**config.mk**
```make
export PLATFORM = sky130hd
export DESIGN_NAME = register_file_structural
export DESIGN_NICKNAME = d
export VERILOG_FILES = /design/src/rtl/register_file_structural.sv
export SDC_FILE = /design/constraint.sdc
export NUM_CORES = 1
export LEC_CHECK = 0
export CORE_MARGIN = 10
export CORE_UTILIZATION = 55
export DETAILED_ROUTE_END_ITERATION = 8
export GPL_ROUTABILITY_DRIVEN = 1
export PLACE_DENSITY = 0.75
export SYNTH_ARGS = -nofsm -noshare
export SYNTH_HDL_FRONTEND = slang
export SYNTH_SLANG_ARGS = --single-unit
```
**constraint.sdc**
```tcl
create_clock -name clk -period 1.4 [get_ports clk]
set_input_delay 0.14 -clock clk [delete_from_list [all_inputs] [get_ports clk]]
set_output_delay 0.14 -clock clk [all_outputs]
set_load 0.1 [all_outputs]
```
**src/rtl/register_file_structural.sv**
```systemverilog
// Register file with 15 stored M-bit registers, two combinational read ports
// and one synchronous write port. Read address 2^N-1 returns the external
// R15 (program-counter) value instead of stored state.
module register_file_structural #(
    parameter int unsigned N = 4,
    parameter int unsigned M = 32
) (
    input  logic         clk,
    input  logic         reset,
    input  logic         WE3,
    input  logic [N-1:0] A1,
    input  logic [N-1:0] A2,
    input  logic [N-1:0] A3,
    input  logic [M-1:0] WD3,
    input  logic [M-1:0] R15,
    output logic [M-1:0] RD1,
    output logic [M-1:0] RD2
);

    localparam int unsigned NUM_SRC  = 2 ** N;
    localparam int unsigned NUM_REGS = NUM_SRC - 1;

    logic [NUM_REGS-1:0] w_we;
    logic [M-1:0]        r_regs [NUM_REGS];
    logic [M-1:0]        w_src  [NUM_SRC];

    genvar g;
    generate
        for (g = 0; g < NUM_REGS; g++) begin : g_reg
            // One-hot write decode; the top address has no decoder output, so writes to it vanish
            assign w_we[g] = WE3 && (A3 == N'(g));

            // Enable-gated storage register with asynchronous clear
            always_ff @(posedge clk or negedge reset) begin
                if (!reset) begin
                    r_regs[g] <= '0;
                end else if (w_we[g]) begin
                    r_regs[g] <= WD3;
                end
            end

            assign w_src[g] = r_regs[g];
        end
    endgenerate

    // Top mux input is the live R15 value, so every address selects a defined source
    assign w_src[NUM_REGS] = R15;

    // Two independent 16:1 read multiplexers
    assign RD1 = w_src[A1];
    assign RD2 = w_src[A2];

endmodule

```
==> results of run 1 <==
-- cell type report --
class                   instances  area [um2]  share of cell area [%]
multi-input cells             959       13790                   42.23
flip-flops and latches        480       12010                   36.79
repair buffers                321        4368                   13.38
clock buffers                  85        1608                   4.924
well taps                     600       750.7                   2.299
clock inverters                12       126.4                  0.3870
-- what timing repair did --
item | CTS | global route
endpoints found under the setup margin | 82 | 109
setup buffers | 0 | 1
hold buffers | 2 | 0
resized for setup | 14 | 4
pin swaps | 27 | 3
gates cloned | 0 | 2
endpoints found under the hold margin | 480 | 0
-- metrics by stage --
step | util, % | instances | TNS [ns]
finish | 71.95 | 2457 | -47.30
global route | 71.95 | 2457 | -51.29
CTS | 71.79 | 2454 | -48.91
detailed placement | 67.80 | 2355 | -292.66
global placement | 67.80 | 2355 | -278.57
floorplan | - | 1608 | -8.382
-- final timing paths --
path,from,to,slack (ns)
setup / recovery,r_regs[374],RD2[22],-0.84
hold / removal,reset,r_regs[258],0.21
setup reg to reg,r_regs[352],r_regs[352],0.50
hold reg to reg,r_regs[260],r_regs[260],0.52
max in group asynchronous,reset,r_regs[260],0.15
min in group clk,WD3[20],r_regs[340],0.36
-- report_power, final --
group / internal (mW) / switching [mW]
combinational: 8.62 / 8.08
sequential: 17.1 / 2.36
clock: 8.19 / 5.64
-- layer usage --
layer	up-vias	global-route usage, %	share of wire [%]
met2	483	44.05	51
met4	0	6.850	2.0
li1	6721	-	-
met1	8958	34.82	41
met5	-	0	0
met3	94	5.466	5.8
-- tightest hold or removal path: stages --
cell           delay [ns]
dlygate4sd3_1        0.56
buf_8                0.21
buf_4                0.20
-- synth_stat cells, drive strengths merged --
| cell type | n | area (um2) |
|---|---|---|
| dfrtp | 480 | 12010 |
| mux2 | 480 | 5405 |
| mux4 | 256 | 5766 |
| a22oi | 128 | 960.9 |
| clkbuf | 96 | 360.4 |
| buf | 73 | 370.3 |
| nand2 | 66 | 247.7 |
| nor2 | 11 | 41.29 |
| nand3b | 4 | 30.03 |
| nor2b | 4 | 25.02 |
| or3 | 3 | 18.77 |
| and2 | 2 | 12.51 |
| nand2b | 2 | 12.51 |
| and3 | 1 | 6.260 |
| nand3 | 1 | 5.000 |
| nor3b | 1 | 12.51 |
-- cells by family (layout without fill, tap and decap cells) --
group                  count (synthesis)  in the layout  share of synthesized area (%)
AOI/OAI and AO/OA                    128            128                          3.800
buffers and inverters                169            418                          2.890
DFF                                  480            480                          47.50
muxes                                736            736                          44.18
and+or+nand+nor                       95             95                          1.628
-- layout by cell type (no fill, tap or decap), types with 3 or more instances in the layout --
master           netlist  layout
a22oi_2                0     127
buf_12                 0     136
buf_4                  2     103
buf_8                  0       3
clkbuf_1              96      17
clkbuf_16              0      56
clkbuf_8               0      14
clkdlybuf4s50_1        0      70
clkinv_2               0       7
dfrtp_1              480     480
mux2_1                18      18
mux2_2               462     462
mux4_2               256     256
nand2_4                0      64
nand3b_1               4       4
nor2_4                 0      10
nor2b_4                0       4
==> metrics.md, run 1 <==
| Metric | Value |
|---|---|
| Synth Net Count | 1687 |
| Clock H-tree levels | 2 |
| Synth warn | 0 |
| Cts bufs inserted | 52 |
| Chip width | 234.4 um |
| Sequential share of the synthesized area | 47.50% |
| Largest register by flop count | r_regs |
| Crit. path cell count | 4 |
| # diodes | 0 |
| Die area | 54950 um2 |
| Vias post-DR | 16260 |
| Core area | 45380 um2 |
| Wire length per cell | about 29 um |
| Input/output buffers | about 140 |
| Layout cell share with drive strength beyond 1 | 67.80% |
| Tmin final | 2.238 ns |
| Syn Area/Cell | 15.72 um2 |
| Worst-path fanout max | 3 |
| Nets | between 1500 and 2000 |
| Initial DRC count | 1164 |
| GRT Resource Usage Total | 26.35% |
| CP top delay family | multiplexers |
| Initial antenna violation count | 0 |
| Max reg flops | 480 |
| Worst Tran Pin Value | 0.6286 ns |
| Final ANT Viol Nets | 0 |
| Post-synthesis sequential element count | 480 |
| Pre-CTS WS | -0.6289 ns |
| Filler instances | 2832 |
| Crit path largest cell delay | roughly 0.48 ns |
| WP buf/inv | 1 |
| Skew-Pair Late Insertion Delay | roughly 0.59 ns |
| Sink Count | 480 |
| Status | finished with violations |
| Final worst setup slack | -0.8382 ns |
| Synth Cell Area | 25290 um2 |
| CP Class | flop to output pin |
| Via-to-Cell Ratio | 6.616 |
| Vias in the first global route | 17750 |
| Clock skew | 0 ns |
| First-pass GRT wire length | 109600 um |
| Worst r2r path cells | 2 |
| CP Capture Type | output pin |
| Final setup viols | 64 |
| CP cell instances | mux4_2 -> a22oi_2 -> nand2_4 -> buf_12 |
| CP startpoint kind | flop |
| Final hold slack | 0.2066 ns |
| Total power draw | approximately 50 mW |
| DRC Markers | 0 |
| Slew HR | 57.96% |
| Failing checks | setup timing |
| HP Class | input pin to asynchronous set/reset pin |
| Total Routed Length | 70860 um |
| Final hold violation count | 0 |
| Root buffer cell | clkbuf_16 |
| CTS Buffer Depth | 3 |
| Critical Path RT | 1.26 ns |
| MaxCap Viol Count | 0 |
| Fin crit share | 159.9% |
| RSZ-0062 raised after global routing | true |
| Largest net degree at the start of global routing | 69 |
| Fin. max-slew vios | 0 |
| Upper clock frequency limit | 446.8 MHz |
| Peak VDD IR | between 1000 and 1500 uV |
| Initial Utilization | 55.72% |
| Grt ovf | 0 |
| # IOs | 143 |
| Design Area, Final | 32650 um2 |
| Power per Cell Area | ~1500 nW/um2 |
| Largest regs | r_regs (480) |
| Cell variety after synth | 18 |
| Final weighted congestion in routability-driven placement | between 0.8 and 0.9 |
| WP data arrival | around 2.1 ns |
| Die Y | 234.4 um |
| Dpl cell area | 30770 um2 |
| Row count | about 80 |
| Crit-path slowest cell | mux4_2 |
| DRT Pass-1 Iters | 5 |
| Post-Syn Instances | 1608 |
| Leakage | between 10 and 15 nW |
| Area grow syn2layout | 29.14% |
| Final HPWL DP | 47330 um |
| TritonCTS clock tree | built |
| Clk pin slew, worst setup/hold paths | 0.06 ns |
(Power assumes the default switching activity.)
==> inputs of run 2 (changes only) <==
Settings changed: ABC_AREA from default to 0, CORE_UTILIZATION 55 to 45, CTS_CLUSTER_DIAMETER from default to 50, PLACE_DENSITY 0.75 to 0.63.
==> metrics.md, run 2 (synthesis results as in run 1) <==
| Metric | Value |
|---|---|
| Worst-path fanout max | 3 (unchanged) |
| Max reg flops | 480 (unchanged) |
| Via-to-Cell Ratio | 6.074 (-8.2%) |
| Seq. cell area | 12010 um2 (unchanged) |
| Tmin final | 2.212 ns (-0.02668 ns) |
| Area grow syn2layout | 31.26% |
| Vias in the first global route | 17510 (-1.4%) |
| Worst Tran Pin Value | 0.5500 ns (-0.07856 ns) |
| Skew-Pair Late Insertion Delay | 0.60 ns (about the same) |
| Final worst setup slack | -0.8116 ns (+0.02668 ns) |
| GRT Resource Usage Total | 22.17% (-4.2 points) |
| Final HPWL DP | 48710 um (+2.9%) |
| MaxCap Viol Count | 0 (unchanged) |
| CTS Buffer Depth | 3 (unchanged) |
| WP data arrival | 2.07 ns (-0.03 ns) |
| Most frequent cells in the layout | dfrtp_1 (480), mux2_2 (462), mux4_2 (256), buf_12 (150), a22oi_2 (124) |
| Final weighted congestion in routability-driven placement | 0.7851 (-1.9%) |
| Initial DRC count | 970 (-17%) |
| # IOs | 143 (unchanged) |
| Grt ovf | 0 (unchanged) |
| Upper clock frequency limit | 452.2 MHz (+1.2%) |
| DRT Pass-1 Iters | 4 (-1) |
| Final setup viols | 64 (unchanged) |
| Design Area, Final | 33190 um2 (+1.6%) |
| Status | finished with violations |
| Critical Path RT | 1.26 ns (about the same) |
| Fin. max-slew vios | 0 (unchanged) |
| Core area | 55420 um2 (+22%) |
| Root buffer cell | clkbuf_16 |
| Die area | 66070 um2 (+20%) |
| Row count | 86 (+10%) |
| Final ANT Viol Nets | 0 (unchanged) |
| Vias post-DR | 15880 (-2.3%) |
| TritonCTS clock tree | built |
| Leakage | 13.45 nW (+1.1%) |
| Wire length per cell | 27.93 um (-3.2%) |
| Final hold slack | -0.002632 ns (-0.2093 ns) |
| Nets | 1902 (+0.48%) |
| Input/output buffers | 142 (unchanged) |
| Clock skew | 0 ns (unchanged) |
| CP Capture Type | output pin |
| DRC Markers | 0 (unchanged) |
| Multi-input gate area | 13770 um2 (-0.11%) |
| # diodes | 0 (unchanged) |
| Final core occ | 59.89% (-12 points) |
| Failing checks | hold timing, setup timing |
| Chip width | 257.0 um (+9.7%) |
| Commonest non-fill, non-tap cell in the layout | dfrtp_1 |
| HP Class | input pin to asynchronous set/reset pin |
| Layout cell share with drive strength beyond 1 | 68.51% (+0.71 points) |
| Final hold violation count | 3 (+3) |
| Largest regs | r_regs (480) |
| RSZ-0062 raised after global routing | true |
| Power per Cell Area | 1538 nW/um2 (+0.34%) |
| Dpl cell area | 31170 um2 (+1.3%) |
| Total Routed Length | 73040 um (+3.1%) |
| Initial antenna violation count | 1 (+1) |
| Cts bufs inserted | 56 (+7.7%) |
| Filler instances | 4148 (+46%) |
| CP Class | flop to output pin |
| Largest net degree at the start of global routing | 60 (-13%) |
| Largest register by flop count | r_regs |
| Fin crit share | 158.0% (-1.9 points) |
| Initial Utilization | 45.63% (-10 points) |
| Clk pin slew, worst setup/hold paths | 0.05 ns (about the same) |
| Sink Count | 480 (unchanged) |
| Clock H-tree levels | 2 (unchanged) |
| First-pass GRT wire length | 112500 um (+2.6%) |
| Die Y | 257.0 um (+9.7%) |
| Slew HR | 63.24% (+5.3 points) |
| Peak VDD IR | 1198 uV (-7.2%) |
| CP startpoint kind | flop |
[run 2: area by class of cell]
class / instances / share of cell area [%]
multi-input combinational: 959 / 41.50
clock buffer: 74 / 4.912
tap: 748 / 2.820
sequential: 480 / 36.19
timing repair buffer: 326 / 13.74
clock inverter: 28 / 0.8444
[run 2: metrics by stage]
stage	instances	setup TNS, ns	power (mW)	setup WS [ns]
final	2615	-47.21	51.04	-0.8116
after global routing	2615	-51.45	53.25	-0.8799
after CTS	2614	-50.21	51.48	-0.8518
after detailed placement	2509	-278.75	36.36	-0.5998
after global placement	2509	-269.41	35.76	-0.5765
after floorplan	1608	-8.382	30.88	-0.1985
[run 2: worst max-delay path: stages (launching register included)]
cell	delay (ns)
dfrtp_1	0.39
mux4_2	0.49
a22oi_2	0.33
nand2_4	0.09
buf_12	0.17
[run 2: what timing repair did]
| action | in CTS | in global routing |
|---|---|---|
| endpoints found under the setup margin | 64 | 107 |
| cloned | 0 | 1 |
| hold buffers | 2 | 0 |
| pin swaps | 30 | 6 |
| resized for setup | 8 | 4 |
| hold endpoints to repair | 477 | 0 |
| buffers inserted | 1 | 1 |
[run 2: routing by layer]
metal / global-route usage, % / wire length [um] / up-vias
met5: 0 / 13 / -
met4: 6.196 / 1369 / 2
met3: 3.787 / 3520 / 86
met2: 35.89 / 35710 / 357
met1: 30.38 / 32420 / 8688
li1: - / - / 6750
[run 2: power breakdown]
part	total [mW]	leakage, nW	internal, mW	switching, mW
Sequential	19.4	5.89	17.1	2.28
Combinational	16.7	6.61	8.69	8.01
Clock	14.9	0.951	8.93	5.99
Total	51.0	13.4	34.8	16.3
[run 2: path summary, 6_finish.rpt]
kind | depth (start not counted) | to | slack [ns] | from
max | 4 | RD1[7] | -0.81 | r_regs[359]
max in group asynchronous | 4 | r_regs[179] | 0.62 | reset
min in group clk | 3 | r_regs[340] | 0.36 | WD3[20]
min | 2 | r_regs[163] | -0.003 | reset
max reg2reg | 2 | r_regs[377] | 0.50 | r_regs[377]
min reg2reg | 1 | r_regs[67] | 0.51 | r_regs[67]
